File: src/rtl/cache_ctrl_2way.sv
// Sequencing controller for a 2-way set-associative byte cache (2 lines x 2 ways x 8 bytes).
// Holds tags/valid/LRU, decides hit or miss, and refills whole blocks from byte-wide memory.
module cache_ctrl_2way #(
  parameter int ADDR_WIDTH = 8
) (
  input  logic                  clk,
  input  logic                  reset,
  input  logic                  cpu_req,
  input  logic [ADDR_WIDTH-1:0] cpu_addr,
  output logic                  cpu_ready,
  output logic [7:0]            cpu_data,
  input  logic                  flush,
  output logic                  busy,
  output logic                  mem_rd,
  output logic [ADDR_WIDTH-1:0] mem_addr,
  input  logic                  mem_ack,
  input  logic [7:0]            mem_data,
  output logic                  cache_rdline,
  output logic [2:0]            cache_rdoffset,
  output logic                  cache_rdentry,
  output logic                  cache_wrline,
  output logic [2:0]            cache_wroffset,
  output logic                  cache_wrentry,
  output logic                  cache_wren,
  output logic [7:0]            cache_data,
  input  logic [7:0]            cache_q,
  output logic [15:0]           hit_count,
  output logic [15:0]           miss_count
);
  localparam int TW = ADDR_WIDTH - 4;

  typedef enum logic [1:0] {S_IDLE, S_LOOKUP, S_FILL, S_RESP} state_t;

  state_t                  state_q, state_d;
  logic [ADDR_WIDTH-1:0]   addr_q, addr_d;
  logic                    way_q, way_d;
  logic [2:0]              fill_q, fill_d;
  logic [1:0][1:0]         valid_q, valid_d;
  logic [1:0][1:0][TW-1:0] tag_q, tag_d;
  logic [1:0]              lru_q, lru_d;
  logic [15:0]             hit_cnt_q, hit_cnt_d;
  logic [15:0]             miss_cnt_q, miss_cnt_d;

  logic [TW-1:0] tag_r;
  logic          line_r;
  logic [2:0]    off_r;
  logic [1:0]    hit_w;
  logic          victim;

  assign tag_r  = addr_q[ADDR_WIDTH-1:4];
  assign line_r = addr_q[3];
  assign off_r  = addr_q[2:0];

  always_comb begin
    for (int unsigned w = 0; w < 2; w++) begin
      hit_w[w] = valid_q[line_r][w] && (tag_q[line_r][w] == tag_r);
    end
  end

  // First invalid way wins (way 0 before way 1); otherwise the LRU way.
  assign victim = !valid_q[line_r][0] ? 1'b0 :
                  !valid_q[line_r][1] ? 1'b1 : lru_q[line_r];

  always_comb begin
    state_d    = state_q;
    addr_d     = addr_q;
    way_d      = way_q;
    fill_d     = fill_q;
    valid_d    = valid_q;
    tag_d      = tag_q;
    lru_d      = lru_q;
    hit_cnt_d  = hit_cnt_q;
    miss_cnt_d = miss_cnt_q;
    case (state_q)
      S_IDLE: begin
        if (flush) begin
          valid_d = '0;
        end else if (cpu_req) begin
          addr_d  = cpu_addr;
          state_d = S_LOOKUP;
        end
      end
      S_LOOKUP: begin
        if (|hit_w) begin
          way_d     = ~hit_w[0];
          hit_cnt_d = (hit_cnt_q == 16'hFFFF) ? hit_cnt_q : hit_cnt_q + 16'd1;
          state_d   = S_RESP;
        end else begin
          way_d                   = victim;
          fill_d                  = '0;
          valid_d[line_r][victim] = 1'b0;
          miss_cnt_d = (miss_cnt_q == 16'hFFFF) ? miss_cnt_q : miss_cnt_q + 16'd1;
          state_d    = S_FILL;
        end
      end
      S_FILL: begin
        if (mem_ack) begin
          fill_d = fill_q + 3'd1;
          if (fill_q == 3'd7) begin
            tag_d[line_r][way_q]   = tag_r;
            valid_d[line_r][way_q] = 1'b1;
            state_d                = S_RESP;
          end
        end
      end
      S_RESP: begin
        lru_d[line_r] = ~way_q;
        state_d       = S_IDLE;
      end
      default: state_d = S_IDLE;
    endcase
  end

  always_ff @(posedge clk) begin
    if (reset) begin
      state_q    <= S_IDLE;
      addr_q     <= '0;
      way_q      <= 1'b0;
      fill_q     <= '0;
      valid_q    <= '0;
      tag_q      <= '0;
      lru_q      <= '0;
      hit_cnt_q  <= '0;
      miss_cnt_q <= '0;
    end else begin
      state_q    <= state_d;
      addr_q     <= addr_d;
      way_q      <= way_d;
      fill_q     <= fill_d;
      valid_q    <= valid_d;
      tag_q      <= tag_d;
      lru_q      <= lru_d;
      hit_cnt_q  <= hit_cnt_d;
      miss_cnt_q <= miss_cnt_d;
    end
  end

  assign busy           = (state_q != S_IDLE);
  assign cpu_ready      = (state_q == S_RESP);
  assign cpu_data       = cache_q;
  assign mem_rd         = (state_q == S_FILL);
  assign mem_addr       = {tag_r, line_r, fill_q};
  assign cache_rdline   = line_r;
  assign cache_rdoffset = off_r;
  assign cache_rdentry  = way_q;
  assign cache_wren     = (state_q == S_FILL) && mem_ack;
  assign cache_wrline   = line_r;
  assign cache_wroffset = fill_q;
  assign cache_wrentry  = way_q;
  assign cache_data     = mem_data;
  assign hit_count      = hit_cnt_q;
  assign miss_count     = miss_cnt_q;
endmodule
File: config.mk
export PLATFORM = sky130hd
export DESIGN_NAME = cache_ctrl_2way
export DESIGN_NICKNAME = d
export VERILOG_FILES = /design/src/rtl/cache_ctrl_2way.sv
export SDC_FILE = /design/constraint.sdc
export NUM_CORES = 1
export LEC_CHECK = 0
export ABC_AREA = 0
export CORE_AREA = 2 2 95 97
export DETAILED_ROUTE_END_ITERATION = 8
export DIE_AREA = 0 0 97 99
export PLACE_DENSITY_LB_ADDON = 0.25
export SETUP_SLACK_MARGIN = 0.5
export SYNTH_ARGS = -nofsm -noshare
export SYNTH_HDL_FRONTEND = slang
export SYNTH_SLANG_ARGS = --single-unit
export TNS_END_PERCENT = 100
File: constraint.sdc
create_clock -name clk -period 4.4 [get_ports clk]
set_input_delay 1.32 -clock clk [delete_from_list [all_inputs] [get_ports clk]]
set_output_delay 1.32 -clock clk [all_outputs]
set_load 0.01 [all_outputs]
==> flow_summary.html, run 1 <==
<table>
<tr><th>Metric</th><th>Value</th></tr>
<tr><th colspan="2">Run status</th></tr>
<tr><td>Result of the run</td><td>complete, no violations</td></tr>
<tr><th colspan="2">Worst setup path</th></tr>
<tr><td>Critical R2R Launch</td><td>addr_q[3]</td></tr>
<tr><td>Slowest stage delay, CP</td><td>0.54 ns</td></tr>
<tr><td>Critical setup path kind</td><td>input pin to primary output</td></tr>
<tr><td>Startpoint types</td><td>input pin</td></tr>
<tr><td>Cell class contributing the biggest share of worst-path delay</td><td>buffers and inverters</td></tr>
<tr><td>Worst r2r dst</td><td>valid_q[3]</td></tr>
<tr><td>Length in cells of the worst reg-to-reg path</td><td>7</td></tr>
<tr><td>Worst-path maximum fanout</td><td>6</td></tr>
<tr><td>Arrival time worst endpoint</td><td>2.40 ns</td></tr>
<tr><td>Flop-to-flop setup slack</td><td>1.14 ns</td></tr>
<tr><td>Crit path max-delay cell type</td><td>clkdlybuf4s50_1</td></tr>
<tr><td>Data required time at the worst endpoint</td><td>3.08 ns</td></tr>
<tr><td>Crit path buf inv count</td><td>3</td></tr>
<tr><td>Sequence of cells on the critical path</td><td>dlygate4sd2_1 &gt; nand2_1 &gt; inv_1 &gt; clkdlybuf4s50_1</td></tr>
<tr><td>Kind of end point of the critical path</td><td>primary output</td></tr>
<tr><th colspan="2">Power</th></tr>
<tr><td>Total power per unit cell area</td><td>368 nW/um^2</td></tr>
<tr><td>Combinational group share of total power</td><td>22.3%</td></tr>
<tr><td>Cell leakage power</td><td>1.54 nW</td></tr>
<tr><td>Switch Pwr</td><td>0.503 mW</td></tr>
<tr><td>Final total power</td><td>1.63 mW</td></tr>
<tr><td>Relative contribution of the clock network to total power</td><td>35.8%</td></tr>
<tr><td>Net Sw Frac</td><td>30.8%</td></tr>
<tr><td>Worst VDD drop</td><td>225 uV</td></tr>
<tr><td>Cell Int Power</td><td>1.13 mW</td></tr>
<tr><td>Sequential share of power</td><td>41.8%</td></tr>
<tr><th colspan="2">Timing</th></tr>
<tr><td>Total setup violations reported at the end of the flow</td><td>0</td></tr>
<tr><td>Worst slew margin relative to its limit</td><td>37.5%</td></tr>
<tr><td>Clock period minus final worst setup slack</td><td>3.72 ns</td></tr>
<tr><td>Final worst slack</td><td>0.681 ns</td></tr>
<tr><td>Setup repair after global routing missed its margin</td><td>no</td></tr>
<tr><td>Number of hold-slack violations in the final timing report</td><td>0</td></tr>
<tr><td>Number of slew-limit violations in the final report</td><td>0</td></tr>
<tr><td>Setup TNS</td><td>0 ns</td></tr>
<tr><td>Max Freq</td><td>269 MHz</td></tr>
<tr><td>Period utilisation layout</td><td>84.5%</td></tr>
<tr><td>Worst slack on hold paths</td><td>0.459 ns</td></tr>
<tr><td>Worst-Margin Slew</td><td>0.937 ns</td></tr>
<tr><td>Maximum clock skew at final layout</td><td>0.00789 ns</td></tr>
<tr><th colspan="2">Finish</th></tr>
<tr><td>Area added between synthesis and finish</td><td>18.6%</td></tr>
<tr><td>Multi-input combinational cell area</td><td>1990 sq um</td></tr>
<tr><td>Area of all placed cells without fillers</td><td>4430 sq um</td></tr>
<tr><td>Fraction of layout instances using a drive strength above 1</td><td>10.5%</td></tr>
<tr><td>Antenna fix cells</td><td>0</td></tr>
<tr><td>Count of non-filler cells in the finished layout</td><td>576</td></tr>
<tr><td>Filler cells</td><td>821</td></tr>
<tr><td>Number of nets at the end of the flow</td><td>500</td></tr>
<tr><td>Sequential cell area</td><td>1360 sq um</td></tr>
<tr><td>Share of the core filled with cells in the final layout</td><td>51.9%</td></tr>
<tr><th colspan="2">Min path</th></tr>
<tr><td>Worst Hold Launch</td><td>tag_q[5]</td></tr>
<tr><td>Classification of the worst-slack hold path</td><td>flip-flop to flip-flop</td></tr>
<tr><td>Worst-case hold path end point</td><td>tag_q[5]</td></tr>
<tr><td>Worst Hold Path Cells</td><td>2</td></tr>
<tr><th colspan="2">Route</th></tr>
<tr><td>Post-Route WL</td><td>8550 um</td></tr>
<tr><td>Vias per Instance</td><td>5.57</td></tr>
<tr><td>Number of optimization iterations in the first detailed-route pass</td><td>4</td></tr>
<tr><td>Iteration-0 DRC count of the detailed router</td><td>131</td></tr>
<tr><td>Count of nets left with antenna violations after detail routing</td><td>0</td></tr>
<tr><td>Vias after detailed routing</td><td>3210</td></tr>
<tr><td>DR DRC count</td><td>0</td></tr>
<tr><td>Average wire per cell in the routed design</td><td>14.8 um</td></tr>
<tr><th colspan="2">Die</th></tr>
<tr><td>Die extent in x</td><td>97 um</td></tr>
<tr><td>Core region area</td><td>8550 sq um</td></tr>
<tr><td>Overall die height</td><td>99 um</td></tr>
<tr><td>Total die area</td><td>9600 sq um</td></tr>
<tr><td>Initial core utilization</td><td>43.7%</td></tr>
<tr><td>I/O pin cnt</td><td>99</td></tr>
<tr><td>Floorplan row count</td><td>34</td></tr>
<tr><th colspan="2">Synthesis</th></tr>
<tr><td>Post-synth design cell area</td><td>3740 sq um</td></tr>
<tr><td>Main synth FF type</td><td>dfxtp_1</td></tr>
<tr><td>Library cell with the highest instance count after synthesis</td><td>dfxtp_1</td></tr>
<tr><td>Main area contributors after synthesis</td><td>dfxtp_1 36%, mux2i_1 6.7%, a21oi_1 5.4%</td></tr>
<tr><td>Ranking of synthesized cells by instance count</td><td>68 x dfxtp_1, 42 x nor2_1, 40 x a21oi_1</td></tr>
<tr><td>Number of different library cells in the post-synthesis netlist</td><td>56</td></tr>
<tr><td>Instance count of the mapped netlist</td><td>431</td></tr>
<tr><td>Number of enable-type register cells in the synthesized netlist</td><td>0</td></tr>
<tr><td>Area share of the largest cell type after synthesis</td><td>36.4%</td></tr>
<tr><td>Total of warnings raised by yosys</td><td>0</td></tr>
<tr><td>Synthesized area per cell</td><td>8.67 sq um</td></tr>
<tr><td>Post-Synthesis Net Count</td><td>468</td></tr>
<tr><td>Sequential area share after synthesis</td><td>36.4%</td></tr>
<tr><td>Count of state elements after synthesis</td><td>68</td></tr>
<tr><td>Async set-reset flop share out of synthesis</td><td>0%</td></tr>
<tr><td>Top cell type by total area after synthesis</td><td>dfxtp_1</td></tr>
<tr><th colspan="2">Global route</th></tr>
<tr><td>Antenna violations before repair</td><td>0</td></tr>
<tr><td>Global-route congestion overflow total</td><td>0</td></tr>
<tr><td>Vias in the first global route</td><td>3011</td></tr>
<tr><td>Total Routing Usage GR</td><td>18.2%</td></tr>
<tr><td>Largest net degree at the start of global routing</td><td>52</td></tr>
<tr><td>First-pass GRT wire length</td><td>14500 um</td></tr>
<tr><th colspan="2">CTS</th></tr>
<tr><td>TritonCTS clock tree</td><td>done</td></tr>
<tr><td>CTS buffer count</td><td>9</td></tr>
<tr><td>Clock H-tree levels</td><td>3</td></tr>
<tr><td>Maximum buffer depth of the clock tree</td><td>2</td></tr>
<tr><td>Post-CTS repair timing setup buffer count</td><td>0</td></tr>
<tr><td>Root buf cell</td><td>clkbuf_8</td></tr>
<tr><td>Insertion delay to the later sink of the worst-skew pair</td><td>0.35 ns</td></tr>
<tr><td>Clock sink count</td><td>68</td></tr>
<tr><td>Clock-pin slew of the registers on the worst-case setup and hold paths</td><td>0.07 ns</td></tr>
<tr><th colspan="2">Place</th></tr>
<tr><td>Global placer's final weighted congestion</td><td>0.830</td></tr>
<tr><td>Number of buffer cells added on primary ports</td><td>66</td></tr>
<tr><td>Post-Place Cells</td><td>560</td></tr>
<tr><td>Post-place setup slack</td><td>0.408 ns</td></tr>
<tr><td>Post-DP HPWL</td><td>5780 um</td></tr>
<tr><td>Standard cell area after detailed placement</td><td>4210 sq um</td></tr>
<tr><th colspan="2">Flow run</th></tr>
<tr><td>Total of max-cap violations</td><td>0</td></tr>
</table>
-- state kept, by name, summed over array words and instances, names as in the netlist --
name	flops
addr_q	8
cache_rdentry	1
cache_wroffset	3
hit_count	16
lru_q	2
miss_count	16
state_q	2
tag_q	16
valid_q	4
-- power by group through the flow --
stage	Combinational, mW	Clock (mW)	Sequential, mW
floorplan	0.294	0	0.686
global placement	0.361	0	0.696
detailed placement	0.366	0	0.698
CTS	0.367	0.599	0.683
global route	0.404	0.626	0.691
finish	0.365	0.585	0.683
-- how the worst max path moves through the flow --
| stage | start | to | slack, ns | depth (start not counted) |
|---|---|---|---|---|
| after CTS | mem_ack | cache_wren | 0.68 | 4 |
| after floorplan | mem_ack | cache_wren | 1.58 | 2 |
| after global placement | mem_ack | cache_wren | 0.43 | 4 |
| final | mem_ack | cache_wren | 0.68 | 4 |
| after detailed placement | mem_ack | cache_wren | 0.41 | 4 |
| after global routing | mem_ack | cache_wren | 0.61 | 4 |
-- area by class of cell --
cell class	count	share of cell area [%]
tap	108	3.05
inverter	12	1.02
clock buffer	10	3.10
sequential	68	30.7
clock inverter	6	1.98
multi-input combinational	303	44.9
timing repair buffer	69	15.3
-- layer usage --
layer  track usage (%)  share of wire [%]  vias up  wire length (um)
met5                 0                  0        -                 0
met4              7.69                1.9        0               165
met3              4.40                4.9       14               422
met2              29.1                 46       76              3960
met1              23.6                 47     1530              4000
li1                  -                  -     1590                 -
-- kinds of logic (layout without fill, tap and decap cells) --
| family | count (synthesis) | count (layout) | synth area share (%) |
|---|---|---|---|
| AND/OR/NAND/NOR | 161 | 161 | 23.6 |
| AO/OA/AOI/OAI | 87 | 87 | 14.7 |
| multiplexers | 30 | 30 | 8.30 |
| buffers and inverters | 60 | 97 | 10.3 |
| XOR/XNOR | 17 | 17 | 3.98 |
| adder cells (fa/ha/maj) | 8 | 8 | 2.68 |
| flip-flops | 68 | 68 | 36.4 |
-- what timing repair did --
action | CTS | global route
resized for setup | 1 | 0
setup endpoints to repair | 1 | 0
hold buffers | 0 | 0
-- worst min-delay path: cells and delay by family, from the launching register on --
family | cells | cell delay, ns
DFF | 1 | 0.31
and+or+nand+nor | 1 | 0.05
AOI/OAI and AO/OA | 1 | 0.05
-- cell usage in the layout (no fill, tap or decap), types with 3 or more instances in the layout --
master / n
mux2_2: 4
or3_2: 6
or4_2: 3
clkbuf_8: 10
o21ai_0: 16
a21oi_1: 40
nor3_1: 5
o31ai_1: 6
dfxtp_1: 68
nor2b_1: 6
inv_1: 12
and4_1: 3
nand3_1: 26
nand2_1: 26
and3_1: 5
mux2i_1: 25
o32ai_1: 3
a311oi_1: 3
clkdlybuf4s50_1: 64
nor2_1: 42
nand4_1: 11
or4_1: 5
ha_1: 8
xor2_1: 11
xnor2_1: 6
a211oi_1: 3
nand2b_1: 5
buf_4: 3
a31o_2: 4
a31oi_1: 3
Power figures use the tool's default switching activity.
==> inputs of run 2 (changes only) <==
==> constraint.sdc (replaced) <==
create_clock -name clk -period 3.7 [get_ports clk]
set_input_delay 1.11 -clock clk [delete_from_list [all_inputs] [get_ports clk]]
set_output_delay 1.11 -clock clk [all_outputs]
set_load 0.01 [all_outputs]
==> run 2 against run 1 <==
  * Routed wire length is 2.4% higher
  * Die area unchanged
  * Worst setup slack worse by 0.12 ns
  * Register-to-register slack worse by 0.19 ns
  * Worst hold slack improved by 0.0027 ns
  * Cell count rose by 0.87%
  * Critical path type unchanged
  * Largest power group unchanged
  * Highest routed layer unchanged
==> flow_summary.html, run 2 (synthesized netlist as in run 1, its figures left out) <==
<table>
<tr><th>Metric</th><th>Value</th></tr>
<tr><th colspan="2">Finish</th></tr>
<tr><td>Count of non-filler cells in the finished layout</td><td>581 (+0.87%)</td></tr>
<tr><td>Number of nets at the end of the flow</td><td>505 (+1.0%)</td></tr>
<tr><td>Fraction of layout instances using a drive strength above 1</td><td>11.2% (+0.73 points)</td></tr>
<tr><td>Most used cells in the layout excluding fill and tap cells</td><td>68 x dfxtp_1, 64 x clkdlybuf4s50_1, 42 x nor2_1</td></tr>
<tr><td>Antenna fix cells</td><td>0 (unchanged)</td></tr>
<tr><td>Area added between synthesis and finish</td><td>19.1%</td></tr>
<tr><td>Share of the core filled with cells in the final layout</td><td>52.0% (+0.19 points)</td></tr>
<tr><td>Most common library cell in the layout ignoring fill and taps</td><td>dfxtp_1</td></tr>
<tr><th colspan="2">CTS</th></tr>
<tr><td>Maximum buffer depth of the clock tree</td><td>2 (unchanged)</td></tr>
<tr><td>CTS buffer count</td><td>9 (unchanged)</td></tr>
<tr><td>Clock H-tree levels</td><td>3 (unchanged)</td></tr>
<tr><td>Clock-pin slew of the registers on the worst-case setup and hold paths</td><td>0.07 ns (about the same)</td></tr>
<tr><td>TritonCTS clock tree</td><td>done</td></tr>
<tr><td>Insertion delay to the later sink of the worst-skew pair</td><td>0.34 ns (about the same)</td></tr>
<tr><td>CTS Hold Buffers Added</td><td>0 (unchanged)</td></tr>
<tr><td>Clock sink count</td><td>68 (unchanged)</td></tr>
<tr><td>Root buf cell</td><td>clkbuf_8</td></tr>
<tr><th colspan="2">Min path</th></tr>
<tr><td>Worst Hold Launch</td><td>tag_q[5]</td></tr>
<tr><td>Classification of the worst-slack hold path</td><td>flip-flop to flip-flop</td></tr>
<tr><th colspan="2">Die</th></tr>
<tr><td>Initial core utilization</td><td>43.7% (unchanged)</td></tr>
<tr><td>Overall die height</td><td>99 um (unchanged)</td></tr>
<tr><td>Core region area</td><td>8550 sq um (unchanged)</td></tr>
<tr><td>Die extent in x</td><td>97 um (unchanged)</td></tr>
<tr><td>I/O pin cnt</td><td>99 (unchanged)</td></tr>
<tr><td>Floorplan row count</td><td>34 (unchanged)</td></tr>
<tr><td>Total die area</td><td>9600 sq um (unchanged)</td></tr>
<tr><th colspan="2">Worst setup path</th></tr>
<tr><td>Critical path launch point</td><td>mem_ack</td></tr>
<tr><td>Arrival time worst endpoint</td><td>2.03 ns (-0.37 ns)</td></tr>
<tr><td>Critical setup path kind</td><td>input pin to primary output</td></tr>
<tr><td>Critical R2R Launch</td><td>addr_q[3]</td></tr>
<tr><td>Data required time at the worst endpoint</td><td>2.59 ns (-0.49 ns)</td></tr>
<tr><td>Startpoint types</td><td>input pin</td></tr>
<tr><td>Worst-path maximum fanout</td><td>3 (-3)</td></tr>
<tr><td>Kind of end point of the critical path</td><td>primary output</td></tr>
<tr><th colspan="2">Timing</th></tr>
<tr><td>Max Freq</td><td>318 MHz</td></tr>
<tr><td>Worst-Margin Slew</td><td>0.714 ns (-0.223 ns)</td></tr>
<tr><td>Setup TNS</td><td>0 ns (unchanged)</td></tr>
<tr><td>Period utilisation layout</td><td>84.9%</td></tr>
<tr><td>Total setup violations reported at the end of the flow</td><td>0 (unchanged)</td></tr>
<tr><td>Maximum clock skew at final layout</td><td>0.00581 ns (-0.00208 ns)</td></tr>
<tr><td>Setup repair after global routing missed its margin</td><td>no</td></tr>
<tr><td>Number of slew-limit violations in the final report</td><td>0 (unchanged)</td></tr>
<tr><td>Worst slew margin relative to its limit</td><td>52.0% (+14 points)</td></tr>
<tr><td>Number of hold-slack violations in the final timing report</td><td>0 (unchanged)</td></tr>
<tr><td>Clock period minus final worst setup slack</td><td>3.14 ns</td></tr>
<tr><th colspan="2">Flow run</th></tr>
<tr><td>Total of max-cap violations</td><td>0 (unchanged)</td></tr>
<tr><th colspan="2">Route</th></tr>
<tr><td>Number of optimization iterations in the first detailed-route pass</td><td>4 (unchanged)</td></tr>
<tr><td>DR DRC count</td><td>0 (unchanged)</td></tr>
<tr><td>Vias per Instance</td><td>5.59 (+0.34%)</td></tr>
<tr><td>Iteration-0 DRC count of the detailed router</td><td>150 (+15%)</td></tr>
<tr><td>Average wire per cell in the routed design</td><td>15.1 um (+1.5%)</td></tr>
<tr><td>Vias after detailed routing</td><td>3249 (+1.2%)</td></tr>
<tr><td>Post-Route WL</td><td>8750 um (+2.4%)</td></tr>
<tr><td>Count of nets left with antenna violations after detail routing</td><td>0 (unchanged)</td></tr>
<tr><th colspan="2">Run status</th></tr>
<tr><td>Result of the run</td><td>complete, no violations</td></tr>
<tr><th colspan="2">Global route</th></tr>
<tr><td>Total Routing Usage GR</td><td>18.2% (-0.039 points)</td></tr>
<tr><td>Antenna violations before repair</td><td>0 (unchanged)</td></tr>
<tr><td>Largest net degree at the start of global routing</td><td>28 (-46%)</td></tr>
<tr><td>Global-route congestion overflow total</td><td>0 (unchanged)</td></tr>
<tr><td>First-pass GRT wire length</td><td>14600 um (+0.29%)</td></tr>
<tr><td>Vias in the first global route</td><td>3074 (+2.1%)</td></tr>
<tr><th colspan="2">Place</th></tr>
<tr><td>Post-DP HPWL</td><td>6010 um (+4.0%)</td></tr>
<tr><td>Post-Place Cells</td><td>565 (+0.89%)</td></tr>
<tr><td>Number of buffer cells added on primary ports</td><td>66 (unchanged)</td></tr>
<tr><td>Global placer's final weighted congestion</td><td>0.804 (-3.1%)</td></tr>
<tr><th colspan="2">Power</th></tr>
<tr><td>Cell leakage power</td><td>1.55 nW (+0.65%)</td></tr>
<tr><td>Final total power</td><td>1.88 mW (+15%)</td></tr>
<tr><td>Total power per unit cell area</td><td>421 nW/um^2 (+14%)</td></tr>
<tr><td>Worst VDD drop</td><td>245 uV (+9.1%)</td></tr>
</table>
run 2: area by class of cell:
cell class	count	area, sq um
Sequential cell	68	1360
Multi-Input combinational cell	303	1990
Tap cell	108	135
Timing Repair Buffer	74	716
Fill cell	790	4100
Inverter	12	45.0
Clock buffer	12	155
Clock inverter	4	47.5
run 2: routing by layer:
layer / up-vias / global-route usage (%) / share of wire [%]
met4: 0 / 4.33 / 0.81
met2: 60 / 30.8 / 49
met3: 8 / 6.03 / 4.5
met5: - / 0 / 0
met1: 1573 / 22.4 / 45
li1: 1608 / - / -
run 2: critical path, cell delays in order:
cell,delay [ns]
clkdlybuf4s50_1,0.48
nand2_1,0.08
inv_1,0.11
clkdlybuf4s15_1,0.24
run 2: path summary, 6_finish.rpt:
| check | endpoint | slack [ns] | cells after the start |
|---|---|---|---|
| min | tag_q[5] | 0.46 | 2 |
| max | cache_wren | 0.56 | 4 |
| min reg2reg | tag_q[5] | 0.46 | 2 |
| max reg2reg | miss_count[7] | 0.95 | 7 |
run 2: power by group:
group	internal, mW	total, mW	switching (mW)
combinational	0.184	0.439	0.255
sequential	0.764	0.813	0.0494
clock	0.346	0.623	0.277
total	1.29	1.88	0.582
run 2: timing repair:
item,CTS,global route
gates resized for setup,1,1
gates cloned,0,0
hold endpoints to repair,0,0
setup endpoints to repair,1,1
buffers inserted,0,0
run 2: stage by stage:
stage               hold slack (ns)  setup slack, ns  cell area (sq um)
floorplan                     0.433             1.30               3740
global placement              0.447            0.245               4250
detailed placement            0.451            0.251               4250
CTS                           0.463            0.517               4450
global route                  0.494            0.502               4450
finish                        0.462            0.557               4450
==> inputs of run 3 (changes only) <==
==> constraint.sdc (replaced) <==
create_clock -name clk -period 3 [get_ports clk]
set_input_delay 0.9 -clock clk [delete_from_list [all_inputs] [get_ports clk]]
set_output_delay 0.9 -clock clk [all_outputs]
set_load 0.01 [all_outputs]
==> run 3 against run 2 <==
  * Cell count increased by 1.4%
  * Flip-flop and latch count unchanged
  * Combinational power is 27% higher
  * Via count fell by 0.40%
  * Global-route usage increased by 0.45 points
  * Register-to-register slack lost 0.25 ns
  * Power is 21% higher
  * Sequential share of layout area shrank 0.31 points
  * First-iteration DRC count up 21%
  * Worst setup slack better by 0.039 ns
  * Critical endpoint is now mem_rd
==> flow_summary.html, run 3 (synthesized netlist as in run 1, its figures left out) <==
<table>
<tr><th>Metric</th><th>Value</th></tr>
<tr><th colspan="2">Min path</th></tr>
<tr><td>Worst-case hold path end point</td><td>tag_q[6]</td></tr>
<tr><td>Classification of the worst-slack hold path</td><td>flip-flop to flip-flop</td></tr>
<tr><td>Worst Hold Path Cells</td><td>2 (unchanged)</td></tr>
<tr><td>Worst Hold Launch</td><td>tag_q[6]</td></tr>
<tr><th colspan="2">Route</th></tr>
<tr><td>Count of nets left with antenna violations after detail routing</td><td>0 (unchanged)</td></tr>
<tr><td>Vias after detailed routing</td><td>3236 (-0.40%)</td></tr>
<tr><td>DR DRC count</td><td>0 (unchanged)</td></tr>
<tr><td>Post-Route WL</td><td>8760 um (about the same)</td></tr>
<tr><td>Number of optimization iterations in the first detailed-route pass</td><td>4 (unchanged)</td></tr>
<tr><td>Vias per Instance</td><td>5.49 (-1.8%)</td></tr>
<tr><td>Average wire per cell in the routed design</td><td>14.9 um (-1.3%)</td></tr>
<tr><td>Iteration-0 DRC count of the detailed router</td><td>182 (+21%)</td></tr>
<tr><th colspan="2">Timing</th></tr>
<tr><td>Worst slew margin relative to its limit</td><td>67.8% (+16 points)</td></tr>
<tr><td>Period utilisation layout</td><td>80.1%</td></tr>
<tr><td>Final worst slack</td><td>0.596 ns (+0.0388 ns)</td></tr>
<tr><td>Worst slack on hold paths</td><td>0.460 ns (-0.00248 ns)</td></tr>
<tr><td>Setup TNS</td><td>0 ns (unchanged)</td></tr>
<tr><td>Number of hold-slack violations in the final timing report</td><td>0 (unchanged)</td></tr>
<tr><td>Max Freq</td><td>416 MHz</td></tr>
<tr><td>Maximum clock skew at final layout</td><td>0.00520 ns (-0.000604 ns)</td></tr>
<tr><td>Total setup violations reported at the end of the flow</td><td>0 (unchanged)</td></tr>
<tr><td>Worst-Margin Slew</td><td>0.481 ns (-0.234 ns)</td></tr>
<tr><td>Setup repair after global routing missed its margin</td><td>no</td></tr>
<tr><td>Clock period minus final worst setup slack</td><td>2.40 ns</td></tr>
<tr><td>Number of slew-limit violations in the final report</td><td>0 (unchanged)</td></tr>
<tr><th colspan="2">Worst setup path</th></tr>
<tr><td>Critical R2R Launch</td><td>addr_q[3]</td></tr>
<tr><td>Worst-path maximum fanout</td><td>11 (+8)</td></tr>
<tr><td>Crit path max-delay cell type</td><td>dfxtp_1</td></tr>
<tr><td>Worst r2r dst</td><td>miss_count[7]</td></tr>
<tr><td>Sequence of cells on the critical path</td><td>inv_1 &gt; ha_1 &gt; buf_4 &gt; dlygate4sd2_1</td></tr>
<tr><td>Critical setup path kind</td><td>flip-flop to primary output</td></tr>
<tr><td>Data required time at the worst endpoint</td><td>2.10 ns (-0.49 ns)</td></tr>
<tr><td>Length in cells of the worst reg-to-reg path</td><td>7 (unchanged)</td></tr>
<tr><td>Slowest stage delay, CP</td><td>0.37 ns (-0.11 ns)</td></tr>
<tr><td>Startpoint types</td><td>flip-flop</td></tr>
<tr><td>Arrival time worst endpoint</td><td>1.50 ns (-0.53 ns)</td></tr>
<tr><td>Flop-to-flop setup slack</td><td>0.70 ns (-0.25 ns)</td></tr>
<tr><td>Kind of end point of the critical path</td><td>primary output</td></tr>
<tr><td>Critical path launch point</td><td>state_q[0]</td></tr>
<tr><th colspan="2">CTS</th></tr>
<tr><td>Clock H-tree levels</td><td>3 (unchanged)</td></tr>
<tr><td>Root buf cell</td><td>clkbuf_8</td></tr>
<tr><td>CTS buffer count</td><td>9 (unchanged)</td></tr>
<tr><td>TritonCTS clock tree</td><td>done</td></tr>
<tr><td>CTS Hold Buffers Added</td><td>0 (unchanged)</td></tr>
<tr><td>Clock-pin slew of the registers on the worst-case setup and hold paths</td><td>0.07 ns (about the same)</td></tr>
<tr><td>Clock sink count</td><td>68 (unchanged)</td></tr>
<tr><td>Maximum buffer depth of the clock tree</td><td>2 (unchanged)</td></tr>
<tr><td>Insertion delay to the later sink of the worst-skew pair</td><td>0.33 ns (about the same)</td></tr>
<tr><th colspan="2">Global route</th></tr>
<tr><td>Met1 demand-to-capacity share in global routing</td><td>24.8% (+2.4 points)</td></tr>
<tr><td>First-pass GRT wire length</td><td>15000 um (+3.1%)</td></tr>
<tr><td>Global-route track usage on met3</td><td>3.69% (-2.3 points)</td></tr>
<tr><td>Met2 track demand over resource in global routing</td><td>29.3% (-1.5 points)</td></tr>
<tr><td>Antenna violations before repair</td><td>0 (unchanged)</td></tr>
<tr><td>Most Used Layer, Global Route</td><td>met2</td></tr>
<tr><td>Total Routing Usage GR</td><td>18.6% (+0.45 points)</td></tr>
<tr><td>Vias in the first global route</td><td>3154 (+2.6%)</td></tr>
<tr><td>Largest net degree at the start of global routing</td><td>27 (-3.6%)</td></tr>
<tr><td>Global-route congestion overflow total</td><td>0 (unchanged)</td></tr>
<tr><th colspan="2">Die</th></tr>
<tr><td>Overall die height</td><td>99 um (unchanged)</td></tr>
<tr><td>Floorplan row count</td><td>34 (unchanged)</td></tr>
<tr><td>Total die area</td><td>9600 sq um (unchanged)</td></tr>
<tr><td>Die extent in x</td><td>97 um (unchanged)</td></tr>
<tr><td>Core region area</td><td>8550 sq um (unchanged)</td></tr>
<tr><td>Initial core utilization</td><td>43.7% (unchanged)</td></tr>
<tr><td>I/O pin cnt</td><td>99 (unchanged)</td></tr>
<tr><th colspan="2">Run status</th></tr>
<tr><td>Result of the run</td><td>complete, no violations</td></tr>
<tr><th colspan="2">Finish</th></tr>
<tr><td>Most common library cell in the layout ignoring fill and taps</td><td>dfxtp_1</td></tr>
<tr><td>Number of nets at the end of the flow</td><td>514 (+1.8%)</td></tr>
<tr><td>Antenna fix cells</td><td>0 (unchanged)</td></tr>
<tr><td>Filler cells</td><td>785 (-0.63%)</td></tr>
<tr><td>Multi-input combinational cell area</td><td>2000 sq um (+0.50%)</td></tr>
<tr><td>Sequential cell area</td><td>1370 sq um (+0.37%)</td></tr>
<tr><td>Fraction of layout instances using a drive strength above 1</td><td>14.3% (+3.1 points)</td></tr>
<tr><td>Share of the core filled with cells in the final layout</td><td>52.8% (+0.73 points)</td></tr>
<tr><td>Most used cells in the layout excluding fill and tap cells</td><td>66 x dfxtp_1, 61 x clkdlybuf4s50_1, 42 x nor2_1</td></tr>
<tr><td>Area added between synthesis and finish</td><td>20.8%</td></tr>
<tr><th colspan="2">Power</th></tr>
<tr><td>Worst VDD drop</td><td>208 uV (-15%)</td></tr>
<tr><td>Total power per unit cell area</td><td>505 nW/um^2 (+20%)</td></tr>
<tr><td>Cell leakage power</td><td>1.60 nW (+3.4%)</td></tr>
<tr><th colspan="2">Place</th></tr>
<tr><td>Global placer's final weighted congestion</td><td>0.792 (-1.5%)</td></tr>
<tr><td>Post-place setup slack</td><td>0.00975 ns (-0.241 ns)</td></tr>
<tr><td>Number of buffer cells added on primary ports</td><td>66 (unchanged)</td></tr>
<tr><td>Post-DP HPWL</td><td>6140 um (+2.1%)</td></tr>
<tr><th colspan="2">Flow run</th></tr>
<tr><td>Total of max-cap violations</td><td>0 (unchanged)</td></tr>
</table>
## run 3: routing by layer
| layer | routed length, um | up-vias |
|---|---|---|
| li1 | - | 1621 |
| met1 | 4110 | 1524 |
| met2 | 4150 | 77 |
| met3 | 414 | 14 |
| met4 | 84 | 0 |
| met5 | 0 | - |
## run 3: what timing repair did
| item | in CTS | in global routing |
|---|---|---|
| setup endpoints to repair | 20 | 27 |
| pin swaps | 0 | 2 |
| endpoints found under the hold margin | 0 | 0 |
| buffers inserted | 0 | 2 |
| gates resized for setup | 6 | 9 |
## run 3: critical path, delay by kind of cell (launching register included)
family                     cells  cell delay (ns)
DFF                            1             0.37
adders and majority gates      1             0.23
buffers and inverters          3             0.58
## run 3: worst max-delay path by stage
| stage | to | slack [ns] | cells after the start |
|---|---|---|---|
| after floorplan | miss_count[13] | 0.91 | 9 |
| after global placement | cache_wren | 0.01 | 4 |
| after detailed placement | cache_wren | 0.01 | 4 |
| after CTS | cache_wren | 0.30 | 4 |
| after global routing | miss_count[7] | 0.50 | 7 |
| final | mem_rd | 0.60 | 4 |
## run 3: report_power, final
| part | total (mW) | internal [mW] | switching (mW) |
|---|---|---|---|
| Combinational | 0.559 | 0.237 | 0.322 |
| Sequential | 1.00 | 0.943 | 0.0590 |
| Clock | 0.717 | 0.386 | 0.331 |
## run 3: cell type report
class / instances / share of cell area, %
clock inverters: 1 / 0.111
flip-flops and latches: 68 / 30.3
repair buffers: 83 / 17.2
clock buffers: 14 / 4.05
inverters: 12 / 0.998
well taps: 108 / 2.99
multi-input cells: 303 / 44.3
## run 3: through the flow
step	cell area (sq um)	std cells	total power, mW
after global placement	4300	572	1.57
final	4510	589	2.28
after floorplan	3740	431	1.44
after CTS	4490	587	2.29
after global routing	4510	589	2.40
after detailed placement	4300	572	1.58
